[src/rtl/alu_pkg.sv]
// Shared definitions for the bit-serial ALU and its operand feeder.
// Latency: n/a (types and constants only).
// Backpressure: n/a.
//
// Contents:
//   OP_*            3-bit ALU opcode encodings carried on the op bus
//   feeder_state_e  2-bit feeder FSM state encoding
package alu_pkg;

    // ALU opcode encodings. The feeder only transports these; the ALU
    // interprets them.
    localparam logic [2:0] OP_AND   = 3'b000;
    localparam logic [2:0] OP_OR    = 3'b001;
    localparam logic [2:0] OP_XOR   = 3'b010;
    localparam logic [2:0] OP_ADD   = 3'b011;
    localparam logic [2:0] OP_SUB   = 3'b100;
    localparam logic [2:0] OP_PASSA = 3'b101;
    localparam logic [2:0] OP_PASSB = 3'b110;
    localparam logic [2:0] OP_NOP   = 3'b111;

    // Feeder FSM: IDLE -> SHIFT -> (DRAIN) -> DONE -> IDLE.
    typedef enum logic [1:0] {
        ST_IDLE  = 2'd0,
        ST_SHIFT = 2'd1,
        ST_DRAIN = 2'd2,
        ST_DONE  = 2'd3
    } feeder_state_e;

endpackage

[src/rtl/serial_operand_feeder_shift_reg.sv]
// WIDTH-bit shift register: parallel load, shift right with serial-in at the MSB.
// Latency: one clock from load/shift_en to par_out.
// Backpressure: none; the owner decides when to load or shift.
//
// Ports:
//   clk       clock, rising edge
//   rst       synchronous active-low reset, clears the register
//   load      parallel load of load_dat (wins over shift_en)
//   load_dat  parallel load value
//   shift_en  shift right one place, ser_in enters at the MSB
//   ser_in    serial input bit
//   par_out   current register contents; par_out[0] is the next bit out
module serial_shift_reg #(
    parameter int WIDTH = 8
) (
    input  logic             clk,
    input  logic             rst,
    input  logic             load,
    input  logic [WIDTH-1:0] load_dat,
    input  logic             shift_en,
    input  logic             ser_in,
    output logic [WIDTH-1:0] par_out
);

    logic [WIDTH-1:0] data_q;
    logic [WIDTH-1:0] data_d;

    always_comb begin
        data_d = data_q;
        if (load) begin
            data_d = load_dat;
        end else if (shift_en) begin
            data_d = {ser_in, data_q[WIDTH-1:1]};
        end
    end

    always_ff @(posedge clk) begin
        if (!rst) begin
            data_q <= '0;
        end else begin
            data_q <= data_d;
        end
    end

    assign par_out = data_q;

endmodule

[src/rtl/serial_operand_feeder.sv]
// Feeds a parallel operand pair LSB-first into a bit-serial ALU and reassembles its serial result.
// Latency: accept cycle to first res_valid cycle is WIDTH+ALU_LAT+1 cycles; one transaction per WIDTH+ALU_LAT+2.
// Backpressure: in_ready is low from accept until the result is taken; res_valid holds until res_ready.
//
// Parameters:
//   WIDTH    operand/result width (>= 2)
//   ALU_LAT  cycles from a bit on ain/bin to its aluout bit (0 or 1)
// Ports:
//   reclk                     clock, rising edge
//   rst                       synchronous active-low reset
//   in_valid/in_ready         operand handshake for a_in, b_in, op_in
//   ain, bin, op              serial operand bits and held opcode to the ALU
//   alu_clr                   high on bit 0 only, clears ALU carry/state
//   bit_valid                 ain/bin carry a live bit this cycle
//   aluout                    serial result bit from the ALU
//   result/res_valid/res_ready  parallel result handshake
module serial_operand_feeder
    import alu_pkg::*;
#(
    parameter int WIDTH   = 8,
    parameter int ALU_LAT = 1
) (
    input  logic             reclk,
    input  logic             rst,
    input  logic             in_valid,
    output logic             in_ready,
    input  logic [WIDTH-1:0] a_in,
    input  logic [WIDTH-1:0] b_in,
    input  logic [2:0]       op_in,
    output logic             ain,
    output logic             bin,
    output logic [2:0]       op,
    output logic             alu_clr,
    output logic             bit_valid,
    input  logic             aluout,
    output logic [WIDTH-1:0] result,
    output logic             res_valid,
    input  logic             res_ready
);

    localparam int                CNT_W     = $clog2(WIDTH);
    localparam logic [CNT_W-1:0]  LAST_BIT  = CNT_W'(WIDTH - 1);
    // With a registered ALU the last result bit arrives one cycle after the
    // last operand bit, so an extra DRAIN cycle is needed to catch it.
    localparam bit                HAS_DRAIN = (ALU_LAT == 1);

    feeder_state_e    state_q, state_d;
    logic [CNT_W-1:0] cnt_q, cnt_d;
    logic [2:0]       op_q, op_d;

    logic             accept;
    logic             shifting;
    logic             capture;
    logic [WIDTH-1:0] a_sh;
    logic [WIDTH-1:0] b_sh;

    // Upper operand bits only ever leave through bit 0 by shifting.
    logic             unused_sh_bits;
    assign unused_sh_bits = ^{a_sh[WIDTH-1:1], b_sh[WIDTH-1:1]};

    assign accept   = (state_q == ST_IDLE) && in_valid;
    assign shifting = (state_q == ST_SHIFT);

    // ------------------------------------------------------------------
    // Next-state logic
    // ------------------------------------------------------------------
    always_comb begin
        state_d = state_q;
        cnt_d   = cnt_q;
        op_d    = op_q;
        unique case (state_q)
            ST_IDLE: begin
                if (in_valid) begin
                    state_d = ST_SHIFT;
                    cnt_d   = '0;
                    op_d    = op_in;
                end
            end
            ST_SHIFT: begin
                if (cnt_q == LAST_BIT) begin
                    cnt_d   = '0;
                    state_d = HAS_DRAIN ? ST_DRAIN : ST_DONE;
                end else begin
                    cnt_d = cnt_q + 1'b1;
                end
            end
            ST_DRAIN: begin
                state_d = ST_DONE;
            end
            ST_DONE: begin
                if (res_ready) begin
                    state_d = ST_IDLE;
                end
            end
            default: begin
                state_d = ST_IDLE;
            end
        endcase
    end

    always_ff @(posedge reclk) begin
        if (!rst) begin
            state_q <= ST_IDLE;
            cnt_q   <= '0;
            op_q    <= 3'b000;
        end else begin
            state_q <= state_d;
            cnt_q   <= cnt_d;
            op_q    <= op_d;
        end
    end

    // ------------------------------------------------------------------
    // Outputs, decoded from the current state so that they take their
    // reset values on the same edge that reset is sampled.
    // ------------------------------------------------------------------
    always_comb begin
        in_ready  = 1'b0;
        res_valid = 1'b0;
        bit_valid = 1'b0;
        alu_clr   = 1'b0;
        ain       = 1'b0;
        bin       = 1'b0;
        unique case (state_q)
            ST_IDLE:  in_ready = 1'b1;
            ST_SHIFT: begin
                bit_valid = 1'b1;
                alu_clr   = (cnt_q == '0);
                ain       = a_sh[0];
                bin       = b_sh[0];
            end
            ST_DONE:  res_valid = 1'b1;
            default:  ;
        endcase
    end

    assign op = op_q;

    // Result bit k is on aluout ALU_LAT cycles after operand bit k. With no
    // latency every SHIFT cycle carries a result bit; with one cycle of
    // latency the slots move to SHIFT bits 1..WIDTH-1 plus DRAIN. Either
    // way exactly WIDTH samples are taken, so stale contents are flushed
    // out and the collector needs no clear on accept.
    always_comb begin
        if (HAS_DRAIN) begin
            capture = (shifting && (cnt_q != '0)) || (state_q == ST_DRAIN);
        end else begin
            capture = shifting;
        end
    end

    // ------------------------------------------------------------------
    // Operand shifters and result collector
    // ------------------------------------------------------------------
    serial_shift_reg #(.WIDTH(WIDTH)) u_a_shifter (
        .clk      (reclk),
        .rst      (rst),
        .load     (accept),
        .load_dat (a_in),
        .shift_en (shifting),
        .ser_in   (1'b0),
        .par_out  (a_sh)
    );

    serial_shift_reg #(.WIDTH(WIDTH)) u_b_shifter (
        .clk      (reclk),
        .rst      (rst),
        .load     (accept),
        .load_dat (b_in),
        .shift_en (shifting),
        .ser_in   (1'b0),
        .par_out  (b_sh)
    );

    // Samples enter at the MSB and move right, so after WIDTH samples the
    // first-captured bit (ALU bit 0) sits at result[0].
    serial_shift_reg #(.WIDTH(WIDTH)) u_res_collector (
        .clk      (reclk),
        .rst      (rst),
        .load     (1'b0),
        .load_dat ({WIDTH{1'b0}}),
        .shift_en (capture),
        .ser_in   (aluout),
        .par_out  (result)
    );

endmodule
[config.mk]
export PLATFORM = sky130hd
export DESIGN_NAME = serial_operand_feeder
export DESIGN_NICKNAME = d
export VERILOG_FILES = /design/src/rtl/alu_pkg.sv /design/src/rtl/serial_operand_feeder_shift_reg.sv /design/src/rtl/serial_operand_feeder.sv
export SDC_FILE = /design/constraint.sdc
export NUM_CORES = 1
export LEC_CHECK = 0
export CAP_MARGIN = 40
export CELL_PAD_IN_SITES_DETAIL_PLACEMENT = 0
export CELL_PAD_IN_SITES_GLOBAL_PLACEMENT = 1
export CORE_MARGIN = 2
export CORE_UTILIZATION = 38
export CTS_CLUSTER_DIAMETER = 60
export DETAILED_ROUTE_END_ITERATION = 10
export PLACE_DENSITY = 0.88
export SYNTH_ARGS = -nofsm -noshare
export SYNTH_HDL_FRONTEND = slang
export SYNTH_SLANG_ARGS = --single-unit
[constraint.sdc]
create_clock -name reclk -period 2.4 [get_ports reclk]
set_input_delay 0.24 -clock reclk [delete_from_list [all_inputs] [get_ports reclk]]
set_output_delay 0.24 -clock reclk [all_outputs]
set_load 0.1 [all_outputs]
==> results.py <==
metrics = {
    "run_status": {
        "outcome": "completed",
    },
    "placed_design": {
        "dp.cells": 232,
        "dp_hpwl_um": 2175,
        "gp_congestion": 0.6867,
        "portBuffers": 40,
    },
    "timing": {
        "fin_crit_ns": 2.085,
        "fmax_mhz": 479.7,
        "relSlewSlack_pct": 56.28,
        "worst_pin_slew_ns": 0.6558,
        "setup_viol": 0,
        "hold_ws_ns": 0.4723,
        "slew_violations": 0,
        "fin_worst_skew_ns": 0.002298,
        "min_period_over_period_pct": 86.85,
        "hold_viol_final": 0,
        "timing.setup.tns_ns": 0,
        "rsz0062_at_grt": "false",
    },
    "critical_path": {
        "worstSetupStartpointType": "flip-flop",
        "cp_data_required_time_ns": 2.16,
        "reg2reg_slack_ns": 0.60,
        "crit_start": "state_q[1]$_SDFFE_PN0P_",
        "path_class": "flip-flop to output pin",
        "critPathCaptureType": "output pin",
        "cp.arrival_ns": 1.84,
        "r2r-start": "state_q[1]$_SDFFE_PN0P_",
        "worstPathMaxFanout": 23,
    },
    "logic_synthesis": {
        "yosysSeqAreaShare_pct": 43.17,
        "mappedNetlistNets": 182,
        "synthCells": 151,
        "synth-seq-cells": 32,
        "synth.most_common_cell": "nand2_1",
        "synth_top_area_share_pct": 43.17,
        "synth_area_leader_cell": "dfxtp_1",
        "yosys-top-cells-area": "dfxtp_1, mux2i_1, o211a_1",
        "async_flop_share_pct": 0,
        "avgSynthCellArea_um2": 9.827,
        "synth_cell_types": 22,
        "netlist_top_cells_count": "nand2_1, dfxtp_1, mux2i_1",
        "synth_flop_cell": "dfxtp_1",
        "synth_edf_count": 0,
        "synth_warnings": 0,
        "syn_area_um2": 1484,
    },
    "clocking": {
        "tritoncts": "built",
        "cts_buffers": 5,
        "cts-root-buf": "clkbuf_8",
        "clock-sinks": 32,
        "insertion_delay_ns": 0.27,
        "cts_max_path_buffers": 2,
        "cts-resized-gates": 0,
        "cts-htree-levels": 2,
        "clkTransAtPathRegs_ns": 0.06,
        "holdBufCountCts": 0,
        "postCtsSetupBuffers": 0,
    },
    "die": {
        "die_y_um": 66.49,
        "fp.dieW_um": 66.49,
        "rows": 22,
        "ioPinCount": 41,
        "initial_utilization_pct": 39.93,
        "core_area_um2": 3716,
        "die_area_um2": 4421,
    },
    "detailed_routing": {
        "drtIter0Drc": 39,
        "drtPass1Iterations": 4,
        "ant_nets": 0,
        "wl_per_cell_um": 12.20,
        "drc": 0,
        "via_per_inst": 4.892,
        "wl_um": 2927,
        "via_count": 1174,
    },
    "power_and_ir_drop": {
        "pwr-share-clk_pct": 17.8,
        "netSwitchingFraction_pct": 42.98,
        "vdd_drop_max_mv": 0.3852,
        "switching_power_mw": 0.9837,
        "power_density_nw_per_um2": 1136,
        "power_frac_seq_pct": 31.1,
        "pwr-share-comb_pct": 51.1,
        "power.leakage_nw": 0.9825,
        "intPower_mw": 1.305,
    },
    "global_routing": {
        "grt_util_all_layers_pct": 14.75,
        "grt_busiest_layer": "met2",
        "grt_max_degree": 34,
        "grt_first_pass_wirelength_um": 4864,
        "use_met3_pct": 3.547,
        "grtUsageMet1_pct": 15.24,
        "grt_pass1_vias": 1171,
        "grt_overflow": 0,
        "globalRouteMet2Util_pct": 26.25,
        "antenna_found_initial": 0,
    },
    "layout": {
        "final_net_count": 222,
        "seq_area_um2": 640.6,
        "drive_above_1_share_pct": 15.10,
        "multi_input_area_um2": 778.2,
        "stdcell_count": 240,
        "n_antenna_cell": 0,
        "fill_cells": 340,
        "area_growth_pct": 35.75,
    },
    "job": {
        "drv_cap": 0,
    },
    "worst_hold_path": {
        "hp-class": "flip-flop to flip-flop",
        "min_from": "op[0]$_SDFFE_PN0P_",
    },
}
==> logic make-up after synthesis <==
logic type	count (synthesis)	share of synthesized area [%]
buffers and inverters	15	4.722
AO/OA/AOI/OAI	25	15.94
adder cells (fa/ha/maj)	7	5.902
flip-flops	32	43.17
AND/OR/NAND/NOR	47	13.41
multiplexers	25	16.86
==> worst max-delay path, cell delays in order, from the launching register on <==
cell and delay, ns:
dfxtp_1 0.34, inv_1 0.10, ha_2 0.62, inv_2 0.14
nor2_2 0.18, buf_12 0.19
==> layout make-up <==
| type | instances | area share, % |
|---|---|---|
| inverters | 6 | 1.118 |
| well taps | 48 | 2.981 |
| clock buffers | 8 | 4.472 |
| repair buffers | 42 | 20.99 |
| multi-input cells | 104 | 38.63 |
| flip-flops and latches | 32 | 31.80 |
==> placed cells by master, fill, tap and decap left out, types with 3 or more instances in the layout <==
master           Yosys  routed
buf_4                1      15
mux2i_1             25      25
nand2_1             35      35
a32oi_1              3       3
clkbuf_8             0       6
a21boi_0             3       3
buf_12               0       4
ha_1                 7       6
clkdlybuf4s50_1      0      23
nor2b_1              3       3
and2_1               3       3
dfxtp_1             32      32
o211a_1             14      14
inv_1                5       5
==> per-layer routing <==
layer	part of all wire [%]	up-vias
met1	41	540
met3	5.1	6
li1	-	601
met4	2.4	0
met2	52	27
met5	0	-
==> flip-flops by register name, summed over array words and instances, names as in the netlist <==
signal	cells
cnt_q	3
op	3
state_q	2
u_a_shifter.par_out	8
u_b_shifter.par_out	8
u_res_collector.par_out	8
==> metrics by stage <==
stage | instance area, um2 | utilization, % | setup slack, ns | total power [mW]
2_1_floorplan | 1489 | - | 0.1391 | 1.633
3_3_place_gp | 1924 | 51.78 | 0.6724 | 1.853
3_5_place_dp | 1924 | 51.78 | 0.6085 | 1.891
4_1_cts | 2014 | 54.21 | 0.3127 | 2.306
5_1_grt | 2014 | 54.21 | 0.2042 | 2.423
6_report | 2014 | 54.21 | 0.3155 | 2.289
==> power by group through the flow <==
stage / logic, mW / clock network [mW] / registers, mW
final: 1.17 / 0.407 / 0.712
after global routing: 1.25 / 0.444 / 0.728
after CTS: 1.17 / 0.422 / 0.713
after detailed placement: 1.17 / 0 / 0.724
after global placement: 1.14 / 0 / 0.716
after floorplan: 0.832 / 0 / 0.801
==> final timing paths <==
check,endpoint,cells past startpoint
max,alu_clr,5
min,op[0]$_SDFFE_PN0P_,2
max reg2reg,state_q[0]$_SDFFE_PN0P_,5
min reg2reg,op[0]$_SDFFE_PN0P_,2
Power figures use the tool's default switching activity.
